File: src/rtl/seg7_scan_monitor_if.sv
`default_nettype none
// ============================================================================
//  Module : seg7_scan_monitor_if
//  Brief  : Bus-snoop inputs, display controls and segment/digit outputs
//           shared between the SoC bus side and seg7_scan_monitor.
//  Rev    : 1.0  initial release
// ============================================================================
interface seg7_scan_monitor_if #(
    parameter int DIGITS = 8
);
    logic              snoop_valid;
    logic              snoop_we;
    logic [31:0]       snoop_addr;
    logic [31:0]       snoop_data;
    logic [1:0]        mode;
    logic              freeze;
    logic [6:0]        seg;
    logic [DIGITS-1:0] dig_en;

    // The bus/SoC side drives the snoop and control signals.
    modport master (
        output snoop_valid,
        output snoop_we,
        output snoop_addr,
        output snoop_data,
        output mode,
        output freeze,
        input  seg,
        input  dig_en
    );

    modport slave (
        input  snoop_valid,
        input  snoop_we,
        input  snoop_addr,
        input  snoop_data,
        input  mode,
        input  freeze,
        output seg,
        output dig_en
    );
endinterface
`default_nettype wire

File: src/rtl/seg7_scan_monitor.sv
`default_nettype none
// ============================================================================
//  Module : seg7_scan_monitor
//  Brief  : Bus-snooping hex display controller; scans DIGITS hex nibbles of
//           the captured address/data or transfer count onto one multiplexed
//           7-segment bank. Optional macro SEG7_LEADING_ZERO_BLANK_EN blanks
//           leading zero digits.
//  Rev    : 1.0  initial release
// ============================================================================
module seg7_scan_monitor #(
    parameter int DIGITS         = 8,
    parameter int REFRESH_DIV    = 1024,
    parameter int SEG_ACTIVE_LOW = 1,
    parameter int DIG_ACTIVE_LOW = 1
) (
    input  wire logic            clk,
    input  wire logic            clr,
    seg7_scan_monitor_if.slave   bus
);

    localparam int c_DIV_W = (REFRESH_DIV > 2) ? $clog2(REFRESH_DIV) : 1;
    localparam int c_IDX_W = (DIGITS > 1) ? $clog2(DIGITS) : 1;

    localparam logic [c_DIV_W-1:0] c_DIV_LAST = c_DIV_W'(REFRESH_DIV - 1);
    localparam logic [c_IDX_W-1:0] c_IDX_LAST = c_IDX_W'(DIGITS - 1);

    localparam logic [6:0]        c_SEG_OFF = (SEG_ACTIVE_LOW != 0) ? 7'h7F : 7'h00;
    localparam logic [DIGITS-1:0] c_DIG_OFF = (DIG_ACTIVE_LOW != 0) ? {DIGITS{1'b1}}
                                                                    : {DIGITS{1'b0}};

    localparam logic [1:0] c_MODE_ADDR  = 2'b00;
    localparam logic [1:0] c_MODE_DATA  = 2'b01;
    localparam logic [1:0] c_MODE_COUNT = 2'b10;
    localparam logic [1:0] c_MODE_WDATA = 2'b11;

    logic [c_DIV_W-1:0] r_div_cnt;
    logic [c_IDX_W-1:0] r_idx;
    logic [31:0]        r_addr;
    logic [31:0]        r_data;
    logic [31:0]        r_xfer_cnt;
    logic [6:0]         r_seg;
    logic [DIGITS-1:0]  r_dig_en;

    logic [31:0]        w_value;
    logic [3:0]         w_nibble;
    logic [6:0]         w_seg_hi;
    logic [DIGITS-1:0]  w_onehot;
    logic               w_lead_blank;

    function automatic logic [6:0] hex_to_seg(input logic [3:0] nib);
        logic [6:0] s;
        case (nib)
            4'h0: s = 7'h3F;
            4'h1: s = 7'h06;
            4'h2: s = 7'h5B;
            4'h3: s = 7'h4F;
            4'h4: s = 7'h66;
            4'h5: s = 7'h6D;
            4'h6: s = 7'h7D;
            4'h7: s = 7'h07;
            4'h8: s = 7'h7F;
            4'h9: s = 7'h6F;
            4'hA: s = 7'h77;
            4'hB: s = 7'h7C;
            4'hC: s = 7'h39;
            4'hD: s = 7'h5E;
            4'hE: s = 7'h79;
            default: s = 7'h71;
        endcase
        return s;
    endfunction

    // Slot timer and digit index; idx steps on the last cycle of each slot.
    always_ff @(posedge clk) begin
        if (!clr) begin
            r_div_cnt <= '0;
            r_idx     <= '0;
        end else if (r_div_cnt == c_DIV_LAST) begin
            r_div_cnt <= '0;
            r_idx     <= (r_idx == c_IDX_LAST) ? '0 : r_idx + 1'b1;
        end else begin
            r_div_cnt <= r_div_cnt + 1'b1;
        end
    end

    // Capture path: freeze holds address/data but the transfer count always runs.
    always_ff @(posedge clk) begin
        if (!clr) begin
            r_addr     <= '0;
            r_data     <= '0;
            r_xfer_cnt <= '0;
        end else begin
            if (bus.snoop_valid) begin
                r_xfer_cnt <= r_xfer_cnt + 32'd1;
            end
            if (bus.snoop_valid && !bus.freeze) begin
                r_addr <= bus.snoop_addr;
                if ((bus.mode != c_MODE_WDATA) || bus.snoop_we) begin
                    r_data <= bus.snoop_data;
                end
            end
        end
    end

    always_comb begin
        case (bus.mode)
            c_MODE_ADDR:  w_value = r_addr;
            c_MODE_DATA:  w_value = r_data;
            c_MODE_COUNT: w_value = r_xfer_cnt;
            default:      w_value = r_data;
        endcase
    end

    always_comb begin
        w_nibble = 4'h0;
        for (int i = 0; i < DIGITS; i++) begin
            if (r_idx == c_IDX_W'(i)) begin
                w_nibble = w_value[4*i +: 4];
            end
        end
    end

`ifdef SEG7_LEADING_ZERO_BLANK_EN
    // w_upper_zero[i] is set when nibbles i..DIGITS-1 are all zero.
    logic [DIGITS-1:0] w_upper_zero;

    for (genvar gi = 0; gi < DIGITS; gi++) begin : g_lead_zero
        assign w_upper_zero[gi] = ~|w_value[4*DIGITS-1:4*gi];
    end

    always_comb begin
        w_lead_blank = 1'b0;
        for (int i = 1; i < DIGITS; i++) begin
            if (r_idx == c_IDX_W'(i)) begin
                w_lead_blank = w_upper_zero[i];
            end
        end
    end
`else
    assign w_lead_blank = 1'b0;
`endif

    assign w_seg_hi = hex_to_seg(w_nibble);
    assign w_onehot = DIGITS'(1) << r_idx;

    // Digit enables drop for the first cycle of each slot so the previous
    // digit's segments never ghost onto the next one.
    always_ff @(posedge clk) begin
        if (!clr) begin
            r_seg    <= c_SEG_OFF;
            r_dig_en <= c_DIG_OFF;
        end else begin
            if (w_lead_blank) begin
                r_seg <= c_SEG_OFF;
            end else begin
                r_seg <= (SEG_ACTIVE_LOW != 0) ? ~w_seg_hi : w_seg_hi;
            end
            if (r_div_cnt == '0) begin
                r_dig_en <= c_DIG_OFF;
            end else begin
                r_dig_en <= (DIG_ACTIVE_LOW != 0) ? ~w_onehot : w_onehot;
            end
        end
    end

    assign bus.seg    = r_seg;
    assign bus.dig_en = r_dig_en;

endmodule
`default_nettype wire

File: src/flat_wrapper.sv
// flat-port wrapper written by rule: the top's interface ports become plain ports
module seg7_scan_monitor_flat 
#(
    parameter int DIGITS         = 8,
    parameter int REFRESH_DIV    = 1024,
    parameter int SEG_ACTIVE_LOW = 1,
    parameter int DIG_ACTIVE_LOW = 1
)
  (clk, clr, bus_snoop_valid, bus_snoop_we, bus_snoop_addr, bus_snoop_data, bus_mode, bus_freeze, bus_seg, bus_dig_en);
  seg7_scan_monitor_if #(.DIGITS(DIGITS)) bus_i ();
  input  wire logic clk;
  input  wire logic clr;
  input wire logic [$bits(bus_i.snoop_valid)-1:0] bus_snoop_valid;
  input wire logic [$bits(bus_i.snoop_we)-1:0] bus_snoop_we;
  input wire logic [$bits(bus_i.snoop_addr)-1:0] bus_snoop_addr;
  input wire logic [$bits(bus_i.snoop_data)-1:0] bus_snoop_data;
  input wire logic [$bits(bus_i.mode)-1:0] bus_mode;
  input wire logic [$bits(bus_i.freeze)-1:0] bus_freeze;
  output wire logic [$bits(bus_i.seg)-1:0] bus_seg;
  output wire logic [$bits(bus_i.dig_en)-1:0] bus_dig_en;
  assign bus_i.snoop_valid = bus_snoop_valid;
  assign bus_i.snoop_we = bus_snoop_we;
  assign bus_i.snoop_addr = bus_snoop_addr;
  assign bus_i.snoop_data = bus_snoop_data;
  assign bus_i.mode = bus_mode;
  assign bus_i.freeze = bus_freeze;
  assign bus_seg = bus_i.seg;
  assign bus_dig_en = bus_i.dig_en;
  seg7_scan_monitor #(.DIGITS(DIGITS), .REFRESH_DIV(REFRESH_DIV), .SEG_ACTIVE_LOW(SEG_ACTIVE_LOW), .DIG_ACTIVE_LOW(DIG_ACTIVE_LOW)) u_core (.clk(clk), .clr(clr), .bus(bus_i));
endmodule
File: config.mk
export PLATFORM = sky130hd
export DESIGN_NAME = seg7_scan_monitor_flat
export DESIGN_NICKNAME = d
export VERILOG_FILES = /design/src/rtl/seg7_scan_monitor_if.sv /design/src/rtl/seg7_scan_monitor.sv /design/src/flat_wrapper.sv
export SDC_FILE = /design/constraint.sdc
export NUM_CORES = 1
export LEC_CHECK = 0
export CORE_MARGIN = 4
export CORE_UTILIZATION = 34
export CTS_BUF_LIST = sky130_fd_sc_hd__clkbuf_4
export CTS_CLUSTER_DIAMETER = 80
export DETAILED_ROUTE_END_ITERATION = 8
export PLACE_DENSITY = 0.6
export SYNTH_ARGS = -nofsm -noshare
export SYNTH_HDL_FRONTEND = slang
export SYNTH_SLANG_ARGS = --single-unit
File: constraint.sdc
create_clock -name clk -period 4.5 [get_ports clk]
set_clock_uncertainty 0.1 [all_clocks]
set_input_delay 1.35 -clock clk [delete_from_list [all_inputs] [get_ports clk]]
set_output_delay 1.35 -clock clk [all_outputs]
set_load 0.02 [all_outputs]
==> results of run 1 <==
## worst min-delay path, delay by kind of cell, from the launching register on
family          cells  cell delay (ps)
simple gates        1               50
compound gates      1               60
flops               1              330
## flip-flops by register name (all words and copies together) (netlist names)
signal             cells
u_core.r_div_cnt      10
u_core.bus.dig_en      8
u_core.r_addr         32
u_core.bus.seg         7
u_core.r_xfer_cnt     32
u_core.r_data         32
u_core.r_idx           3
## cell families after synthesis
| logic type | after synthesis | share of synthesized area, % |
|---|---|---|
| adder cells (fa/ha/maj) | 16 | 3.26 |
| flip-flops | 124 | 40.4 |
| XOR/XNOR | 33 | 4.71 |
| AND/OR/NAND/NOR | 317 | 24.8 |
| multiplexers | 36 | 6.07 |
| buffers and inverters | 60 | 4.22 |
| AO/OA/AOI/OAI | 138 | 16.5 |
## per-layer routing
metal	up-vias	part of all wire [%]	track usage, %	wire length (um)
met4	0	0.98	5.35	155
met3	11	3.9	3.36	617
li1	2618	-	-	-
met5	-	0	0	0
met2	117	44	24.1	6970
met1	2355	51	22.9	8080
## cell usage in the layout (no fill, tap or decap), types with 3 or more instances in the layout
cell type	netlist	layout
a2111oi_0	3	3
a211oi_1	4	4
a21boi_0	71	71
a21oi_1	5	5
a22o_1	3	3
and2_1	31	31
and3_1	7	7
and4_1	3	3
buf_4	1	13
bufinv_16	0	3
clkbuf_4	0	17
clkdlybuf4s50_1	0	83
dfxtp_1	124	124
ha_1	16	16
inv_1	13	13
inv_6	0	7
mux2_2	6	6
mux2i_1	29	29
nand2_1	173	173
nand2b_1	6	6
nand3_1	22	22
nand3b_1	6	6
nand4_1	10	10
nor2_1	17	16
nor2b_1	13	12
nor3_1	7	7
nor4_1	3	3
o211ai_1	5	5
o21ai_0	25	25
o221ai_1	3	3
or3_1	8	8
xnor2_1	25	25
xor2_1	8	8
## worst min-delay path by stage
stage	start	to	slack (ps)	cells after the start
after floorplan	u_core.r_data[23]	u_core.r_data[23]	340	2
after global placement	u_core.r_addr[9]	u_core.r_addr[9]	350	2
after detailed placement	u_core.r_addr[9]	u_core.r_addr[9]	360	2
after CTS	u_core.r_addr[9]	u_core.r_addr[9]	380	2
after global routing	u_core.r_data[6]	u_core.r_data[6]	400	2
final	u_core.r_addr[9]	u_core.r_addr[9]	370	2
## area by class of cell
cell class,instances,area [um^2],share of cell area [%]
Tap cell,225,282,3.76
Clock inverter,15,184,2.46
Multi-Input combinational cell,540,3410,45.5
Sequential cell,124,2480,33.1
Antenna cell,1,2.50,0.0334
Clock buffer,17,128,1.70
Timing Repair Buffer,99,958,12.8
Inverter,13,48.8,0.651
## through the flow
step           setup WS, ps  util (%)  instances
2_1_floorplan           761         -        724
3_3_place_gp            208      41.1       1001
3_5_place_dp            170      41.1       1001
4_1_cts                 759      42.8       1033
5_1_grt                 373      42.9       1034
6_report                688      42.9       1034
## power by group through the flow
stage | Combinational [mW] | Clock [mW] | Sequential [mW]
final | 0.262 | 0.864 | 1.16
after global routing | 0.290 | 0.940 | 1.17
after CTS | 0.265 | 0.888 | 1.16
after detailed placement | 0.264 | 0 | 1.19
after global placement | 0.262 | 0 | 1.19
after floorplan | 0.139 | 0 | 1.19
==> metrics.md, run 1 <==
| Metric | Value |
|---|---|
| Clk pwr share | roughly 38% |
| Ratio of cells with drive above 1 in the final layout | 7.55% |
| Gate Count Post-Synth | 724 |
| Worst path arrival time | 4170 ps |
| Largest net degree at the start of global routing | between 60 and 70 |
| Die H | 142 um |
| Worst r2r dst | u_core.bus.seg[1] |
| Cts hold-fix bufs | 0 |
| DR WL/cell | 15.3 um |
| I/O pins | 86 |
| Leak | 2.78 nW |
| P_int | 1.67 mW |
| Warnings, synthesis | 0 |
| Placed Area | 0.00718 mm^2 |
| Fin. Hold Viols | 0 |
| Cell taking the most area after synthesis | dfxtp_1 |
| Syn Nets | between 800 and 900 |
| Period utilisation layout | 84.7% |
| Initial Util | 35.1% |
| Worst flop-to-flop path startpoint | u_core.r_idx[0] |
| WP buf/inv | 5 |
| Syn Std Cell Area | 0.00614 mm^2 |
| Synth cell types | between 50 and 60 |
| Switching Share | between 20% and 30% |
| Setup crit end kind | flop |
| Max Fclk | approximately 260 MHz |
| Cell mode on critical path | inv_1 |
| WHS | roughly 370 ps |
| First-pass GRT wire length | 25.6 mm |
| CTS sink cnt | around 120 |
| Clock root buffer | clkbuf_4 |
| Logic gate share of total power | between 10 and 15% |
| CP startpoint kind | primary input |
| Drc violations | 0 |
| Setup violators final | 0 |
| CTS max path bufs | 2 |
| EDFF count, synth | 0 |
| DP HPWL | 11.7 mm |
| Crit-path leading delay family | buffers and inverters |
| Setup TNS | 0 ps |
| Status | finished clean |
| Slowest stage delay, CP | about 500 ps |
| Post-CTS Setup Inserts | 0 |
| Post-synth ARST share | 0% |
| Area growth from synthesis to layout | 22.0% |
| Slew @ Worst Pin | just under 1000 ps |
| Fin. max-slew vios | 0 |
| RSZ-0062 raised after global routing | no |
| Critical Path RT | 4860 ps |
| Initial antenna violation count | 1 |
| Final Power | 2.29 mW |
| Drt first pass iters | 5 |
| Synth top area share | 40.4% |
| CTS tree | yes |
| Via count | roughly 5000 |
| PortBufs | 85 |
| Worst Setup SP | bus_mode[0] |
| Final WL | roughly 16 mm |
| Synth area leaders | dfxtp_1 (40%), nand2_1 (11%), a21boi_0 (8.7%), mux2i_1 (4.7%), xnor2_1 (3.6%) |
| Post-synthesis average cell area | 8.48 um^2 |
| Crit path max fanout | 48 |
| Crit path time final | roughly 3800 ps |
| DR vias/cell | 4.93 |
| Final ANT Viol Nets | 0 |
| Critical Setup Path Class | in2reg |
| Die width | 142 um |
| FP Rows | 48 |
| P per Cell Area | 305 mW/mm^2 |
| Critical path cell sequence | clkdlybuf4s50_1 -> buf_12 -> inv_1 -> buf_4 -> nand2_1 -> o21ai_0 -> a21oi_1 -> o21bai_1 -> a22oi_1 -> inv_1 -> ha_1 -> or3_1 -> o211ai_1 |
| H-tree levels | 4 |
| RePlAce Congestion | 0.904 |
| Slew margin rel. | 33.8% |
| Cell depth of the worst flop-to-flop path | 11 |
| Post-synth top cells | nand2_1 (173), dfxtp_1 (124), a21boi_0 (71) |
| Clk pin slew, worst setup/hold paths | 120 ps |
| Setup crit end | u_core.bus.seg[2] |
| Worst-Skew Late Latency | ~550 ps |
| Switch Pwr | 621 uW |
| Remaining global-route overflow | 0 |
| CTS-repair resized insts | 0 |
| WP depth | 13 |
| Initial DRC Count | 300 |
| Most common cell in the netlist | nand2_1 |
| # fillers | 1802 |
| Critical path's slowest cell | clkdlybuf4s50_1 |
| Layout Nets | 882 |
| Die area | just over 0.02 mm^2 |
| Total CTS buffers | 17 |
| GR Util All Layers | 16.0% |
| Tightest Hold Check Type | reg2reg |
| Final Cell Area | 0.00749 mm^2 |
| Vias in the first global route | approximately 4900 |
| Register bit count reported by yosys | 124 |
| Reg2reg setup slack | about 1100 ps |
| Max_cap viols | 0 |
| Most common flop cell mapped by yosys | dfxtp_1 |
| Worst vdd ir | 0.126 mV |
| Sequential cell area fraction in the yosys report | 40.4% |
| Core Box Area | approximately 0.017 mm^2 |
| Seq pwr share | 50.8% |
Note: power is estimated with default switching activity, not from simulation.
==> inputs of run 2 (changes only) <==
Settings changed: PLACE_DENSITY 0.6 to 0.62.
Clock period 4.5 ns to 3.45 ns, I/O delays scaled along.
==> run 2 against run 1 <==
Total power increased by 32%. Register-to-register slack got worse by 740 ps. Sequential power increased by 31%. Critical endpoint is now u_core.bus.seg[0]. Largest cell class unchanged. Largest power group unchanged.
==> metrics.md, run 2 (synthesis results as in run 1) <==
| Metric | Value |
|---|---|
| Die H | 142 um (unchanged) |
| WP buf/inv | 4 (-1) |
| DR WL/cell | 15.1 um (-1.5%) |
| Setup violators final | 0 (unchanged) |
| Final WS setup | 364 ps (-324 ps) |
| P per Cell Area | 390 mW/mm^2 (+28%) |
| Max_cap viols | 0 (unchanged) |
| Initial antenna violation count | 1 (unchanged) |
| Layout Nets | 911 (+3.3%) |
| RePlAce Congestion | 0.843 (-6.7%) |
| Die area | 0.0203 mm^2 (unchanged) |
| # fillers | 1738 (-3.6%) |
| Clk pin slew, worst setup/hold paths | 110 ps (about the same) |
| Largest registers | u_core.r_addr x32, u_core.r_data x32, u_core.r_xfer_cnt x32 |
| Fin. Hold Viols | 0 (unchanged) |
| Final WL | 16.0 mm (+1.2%) |
| Post-Place Cells | 1030 (+2.9%) |
| Final Cell Area | 0.00774 mm^2 (+3.4%) |
| CTS tree | yes |
| Max Fclk | between 300 and 400 MHz |
| GR Util All Layers | 16.2% (+0.15 points) |
| Crit path time final | between 3000 and 4000 ps |
| Via count | 5231 (+2.5%) |
| Placed Area | 0.00741 mm^2 (+3.2%) |
| DR vias/cell | 4.92 (-0.25%) |
| Critical Setup Path Class | in2reg |
| Commonest non-fill, non-tap cells in the layout | nand2_1 (173), dfxtp_1 (124), clkdlybuf4s50_1 (82) |
| Largest net degree at the start of global routing | 57 (-6.6%) |
| DP HPWL | 12.2 mm (+4.5%) |
| Worst-Skew Late Latency | 550 ps (about the same) |
| CTS max path bufs | 2 (unchanged) |
| Crit-path leading delay family | compound AO/OA/AOI/OAI gates |
| Remaining global-route overflow | 0 (unchanged) |
| CP startpoint kind | primary input |
| H-tree levels | 4 (unchanged) |
| Commonest non-fill, non-tap cell in the layout | nand2_1 |
| Worst path arrival time | 3430 ps (-740 ps) |
| Status | finished clean |
| Setup TNS | 0 ps (unchanged) |
| Clock root buffer | clkbuf_4 |
| WP depth | 13 (unchanged) |
| Slowest stage delay, CP | 280 ps (-220 ps) |
| Critical Path RT | 3800 ps (-1060 ps) |
| Ratio of cells with drive above 1 in the final layout | 11.0% (+3.4 points) |
| Setup WS pre-CTS | -402 ps (-573 ps) |
| CTS sink cnt | 124 (unchanged) |
| Drc violations | 0 (unchanged) |
| Tightest Hold Check Type | reg2reg |
| Final Power | 3.02 mW (+32%) |
| Vias in the first global route | 4918 (+1.3%) |
| I/O pins | 86 (unchanged) |
| Final ANT Viol Nets | 0 (unchanged) |
| PortBufs | 85 (unchanged) |
| Cell mode on critical path | buf_4 |
| Total CTS buffers | 17 (unchanged) |
| First-pass GRT wire length | 25.7 mm (+0.59%) |
| Worst vdd ir | 0.221 mV (+75%) |
| Cell depth of the worst flop-to-flop path | 13 (+2) |
| Hold path cells | 2 (unchanged) |
| Initial Util | 35.1% (unchanged) |
| RSZ-0062 raised after global routing | no |
| Critical path cell sequence | buf_2 -> buf_4 -> buf_4 -> nor2b_1 -> a211oi_1 -> o22ai_1 -> a222oi_1 -> o21bai_1 -> a22oi_2 -> inv_1 -> ha_1 -> and4b_1 -> nor4_1 |
| Die width | 142 um (unchanged) |
| Setup crit end kind | flop |
| Drt first pass iters | 5 (unchanged) |
| Non-Filler Instances | 1063 (+2.8%) |
| Slew @ Worst Pin | 557 ps (-435 ps) |
| Leak | 2.95 nW (+5.9%) |
| Period utilisation layout | 89.4% |
| Area growth from synthesis to layout | 26.2% |
| Crit path max fanout | 9 (-81%) |
| Slew margin rel. | 62.8% (+29 points) |
| FP Rows | 48 (unchanged) |
| Initial DRC Count | 349 (+16%) |
| Core Box Area | 0.0175 mm^2 (unchanged) |
| Critical path's slowest cell | a222oi_1 |
| Fin. max-slew vios | 0 (unchanged) |
==> run 2: final timing paths <==
path / slack [ps] / startpoint / to
worst max-delay path: 360 / bus_mode[1] / u_core.bus.seg[0]
worst min-delay path: 370 / u_core.r_addr[29] / u_core.r_addr[29]
worst max register to register: 380 / u_core.r_idx[0] / u_core.bus.seg[0]
worst min register to register: 370 / u_core.r_addr[29] / u_core.r_addr[29]
==> run 2: routing by layer <==
metal  global-route usage [%]  share of wire, %  vias up
li1                         -                 -     2687
met1                     22.5                48     2405
met2                     24.8                45      127
met3                     4.17               5.3       12
met4                     4.60               1.3        0
met5                        0                 0        -
==> run 2: report_power, final <==
part / internal, mW / total, mW / switching (mW)
sequential: 1.48 / 1.52 / 0.0344
combinational: 0.196 / 0.364 / 0.168
clock: 0.574 / 1.14 / 0.565
==> run 2: metrics by stage <==
stage | util (%) | hold WS [ps]
after global routing | 44.3 | 393
after floorplan | - | 338
after detailed placement | 42.4 | 358
final | 44.3 | 369
after global placement | 42.4 | 353
after CTS | 44.3 | 374
==> run 2: timing repair <==
action,CTS,global route
hold endpoints to repair,0,0
gates resized for setup,0,2
endpoints found under the setup margin,0,3
hold buffers,0,0
setup buffers,0,0
==> run 2: worst register-to-register path: stages, from the launching register on <==
cell	delay [ps]
dfxtp_1	370
ha_1	240
ha_1	250
nor3b_1	350
o21ai_0	150
o22ai_1	130
a222oi_1	90
o21bai_1	210
a22oi_2	240
inv_1	120
buf_4	150
ha_1	180
nor4bb_1	280
nor4_1	80
==> run 2: final cells by class <==
| class | instances | area, um^2 | share of cell area (%) |
|---|---|---|---|
| clock buffers | 17 | 128 | 1.65 |
| well taps | 225 | 282 | 3.64 |
| repair buffers | 128 | 1190 | 15.4 |
| clock inverters | 15 | 199 | 2.57 |
| multi-input cells | 540 | 3410 | 44.0 |
| diodes | 1 | 2.50 | 0.0323 |
| flip-flops and latches | 124 | 2480 | 32.1 |
| inverters | 13 | 48.8 | 0.630 |
==> inputs of run 3 (changes only) <==
Settings changed: CTS_BUF_LIST sky130_fd_sc_hd__clkbuf_4 to sky130_fd_sc_hd__clkbuf_4 sky130_fd_sc_hd__clkbuf_8 sky130_fd_sc_hd__clkbuf_16, PLACE_DENSITY 0.62 to default.
==> run 3 against run 2 <==
Total power rose by 26%. Die area is the same. Routed wire length grew 1.0%. Worst setup slack worse by 190 ps. Hold slack got worse by 6.0 ps. Via count down 0.92%. Register-to-register slack better by 50 ps. Sequential power barely moved. Global-route usage up 0.23 points. Sequential share of layout area shrank 1.2 points. Fmax down 5.9%.
==> metrics.md, run 3 (synthesis results as in run 1) <==
| Metric | Value |
|---|---|
| Status | finished clean |
| CTS max path bufs | 2 (unchanged) |
| P per Cell Area | 473 mW/mm^2 (+21%) |
| Initial DRC Count | 376 (+7.7%) |
| GR Util All Layers | 16.4% (+0.23 points) |
| Crit path max fanout | 27 (+18) |
| Worst path arrival time | 3480 ps (+50 ps) |
| Crit path time final | 3280 ps (+194 ps) |
| RSZ-0062 raised after global routing | no |
| I/O pins | 86 (unchanged) |
| WHS | 363 ps (-6.01 ps) |
| Critical Path RT | 3650 ps (-150 ps) |
| Critical path's slowest cell | clkdlybuf4s50_1 |
| Fin. Hold Viols | 0 (unchanged) |
| Post-CTS Setup Inserts | 0 (unchanged) |
| N_diodes | 0 (-1) |
| DR vias/cell | 4.89 (-0.73%) |
| Total CTS buffers | 17 (unchanged) |
| Setup violators final | 0 (unchanged) |
| Layout Utilization | 46.1% (+1.8 points) |
| Setup WS pre-CTS | -417 ps (-14.4 ps) |
| Non-Filler Instances | 1061 (-0.19%) |
| Setup crit end kind | flop |
| Largest registers | u_core.r_addr x32, u_core.r_data x32, u_core.r_xfer_cnt x32 |
| WP buf/inv | 4 (unchanged) |
| Slew margin rel. | 63.2% (+0.33 points) |
| Final WS setup | 170 ps (-194 ps) |
| Max_cap viols | 0 (unchanged) |
| PortBufs | 85 (unchanged) |
| Fin. max-slew vios | 0 (unchanged) |
| Tightest Hold Check Type | reg2reg |
| Clk pin slew, worst setup/hold paths | 60 ps (-50 ps) |
| CP startpoint kind | primary input |
| Largest net degree at the start of global routing | 69 (+21%) |
| Die area | 0.0203 mm^2 (unchanged) |
| Leak | 3.07 nW (+4.2%) |
| Placed Area | 0.00740 mm^2 (-0.10%) |
| Initial Util | 35.1% (unchanged) |
| Worst r2r dst | u_core.bus.seg[0] |
| CTS sink cnt | 124 (unchanged) |
| Drt first pass iters | 8 (+3) |
| Final ANT Viol Nets | 0 (unchanged) |
| CTS tree | yes |
| Cell mode on critical path | buf_4 |
| Setup TNS | 0 ps (unchanged) |
| H-tree levels | 4 (unchanged) |
| Slew @ Worst Pin | 552 ps (-4.97 ps) |
| Reg2reg setup slack | 430 ps (+50 ps) |
| Worst vdd ir | 0.328 mV (+48%) |
| Core Box Area | 0.0175 mm^2 (unchanged) |
| Vias in the first global route | 5007 (+1.8%) |
| Layout Nets | 910 (-0.11%) |
| Hold path cells | 2 (unchanged) |
| Area growth from synthesis to layout | 31.2% |
| Critical Setup Path Class | in2reg |
| Via count | 5183 (-0.92%) |
| Clock root buffer | clkbuf_16 |
| Drc violations | 0 (unchanged) |
| Post-Place Cells | 1029 (-0.097%) |
| Period utilisation layout | 95.1% (+5.6 points) |
| Commonest non-fill, non-tap cell in the layout | nand2_1 |
| FP Rows | 48 (unchanged) |
| Max Fclk | 305 MHz (-5.9%) |
| Final Cell Area | 0.00805 mm^2 (+4.0%) |
| Remaining global-route overflow | 0 (unchanged) |
| Final Power | 3.81 mW (+26%) |
| First-pass GRT wire length | 26.2 mm (+1.7%) |
| Die H | 142 um (unchanged) |
| DR WL/cell | 15.2 um (+1.2%) |
| Cell depth of the worst flop-to-flop path | 12 (-1) |
| HP Start | u_core.r_addr[9] |
| DP HPWL | 12.1 mm (-1.3%) |
| Hold Path End | u_core.r_addr[9] |
| Initial antenna violation count | 0 (-1) |
| Final WL | 16.2 mm (+1.0%) |
| Worst flop-to-flop path startpoint | u_core.r_idx[0] |
| Crit-path leading delay family | buffers and inverters |
| Ratio of cells with drive above 1 in the final layout | 11.4% (+0.37 points) |
| Critical path cell sequence | clkdlybuf4s50_1 -> buf_12 -> o21ai_0 -> a22o_1 -> o311ai_1 -> buf_4 -> a21oi_1 -> buf_4 -> ha_1 -> nor4bb_1 -> nor4_1 |
| Die width | 142 um (unchanged) |
| Worst-Skew Late Latency | 420 ps (-130 ps) |
| Commonest non-fill, non-tap cells in the layout | nand2_1 (173), dfxtp_1 (124), clkdlybuf4s50_1 (83) |
| RePlAce Congestion | 0.854 (+1.3%) |
| Slowest stage delay, CP | 510 ps (+230 ps) |
run 3: cell count changes in the layout (fill, tap and decap cells not counted), sizes merged:
cell           before  now
dlymetal6s2s        1    0
buf                45   44
diode               1    0
clkinvlp            1    2
inv                13   15
clkbuf             17   20
clkdlybuf4s50      82   83
clkinv             10    4
run 3: where the power goes:
group          internal, mW  total, mW  switching (mW)
sequential             1.48       1.52          0.0333
combinational         0.196      0.366           0.169
clock                  1.25       1.93           0.676
total                  2.93       3.81           0.879
run 3: how the worst max path moves through the flow:
stage | from | to | slack (ps) | cells after the start
after floorplan | bus_mode[1] | u_core.bus.seg[2] | 30 | 12
after global placement | bus_mode[0] | u_core.bus.seg[0] | -360 | 11
after detailed placement | bus_mode[0] | u_core.bus.seg[0] | -420 | 11
after CTS | bus_mode[0] | u_core.bus.seg[0] | 20 | 11
after global routing | bus_mode[0] | u_core.bus.seg[1] | 10 | 11
final | bus_mode[0] | u_core.bus.seg[0] | 170 | 11
run 3: layout make-up:
cell class | instances | area [um^2]
Clock buffer | 20 | 454
Tap cell | 225 | 282
Fill cell | 1722 | 9420
Timing Repair Buffer | 127 | 1180
Clock inverter | 12 | 188
Multi-Input combinational cell | 540 | 3420
Inverter | 13 | 48.8
Sequential cell | 124 | 2480
run 3: routing by layer:
metal	part of all wire, %	global-route usage (%)	vias up	routed length, um
met2	43	24.3	115	6980
met4	1.6	5.45	0	252
met3	4.3	4.03	24	699
met1	51	23.4	2367	8250
met5	0	0	-	0
li1	-	-	2677	-
run 3: what timing repair did:
item,in CTS,in global routing
endpoints found under the setup margin,0,7
hold buffers,0,0
resized for setup,0,5
run 3: worst register-to-register path, stage by stage (launching register included):
cell      delay (ps)
dfxtp_1          390
inv_1             80
ha_1             330
nor3b_1          210
buf_4            160
a22o_1           200
o311ai_1         360
buf_4            170
a21oi_1           80
buf_4            170
ha_1             260
nor4bb_1         290
nor4_1            90
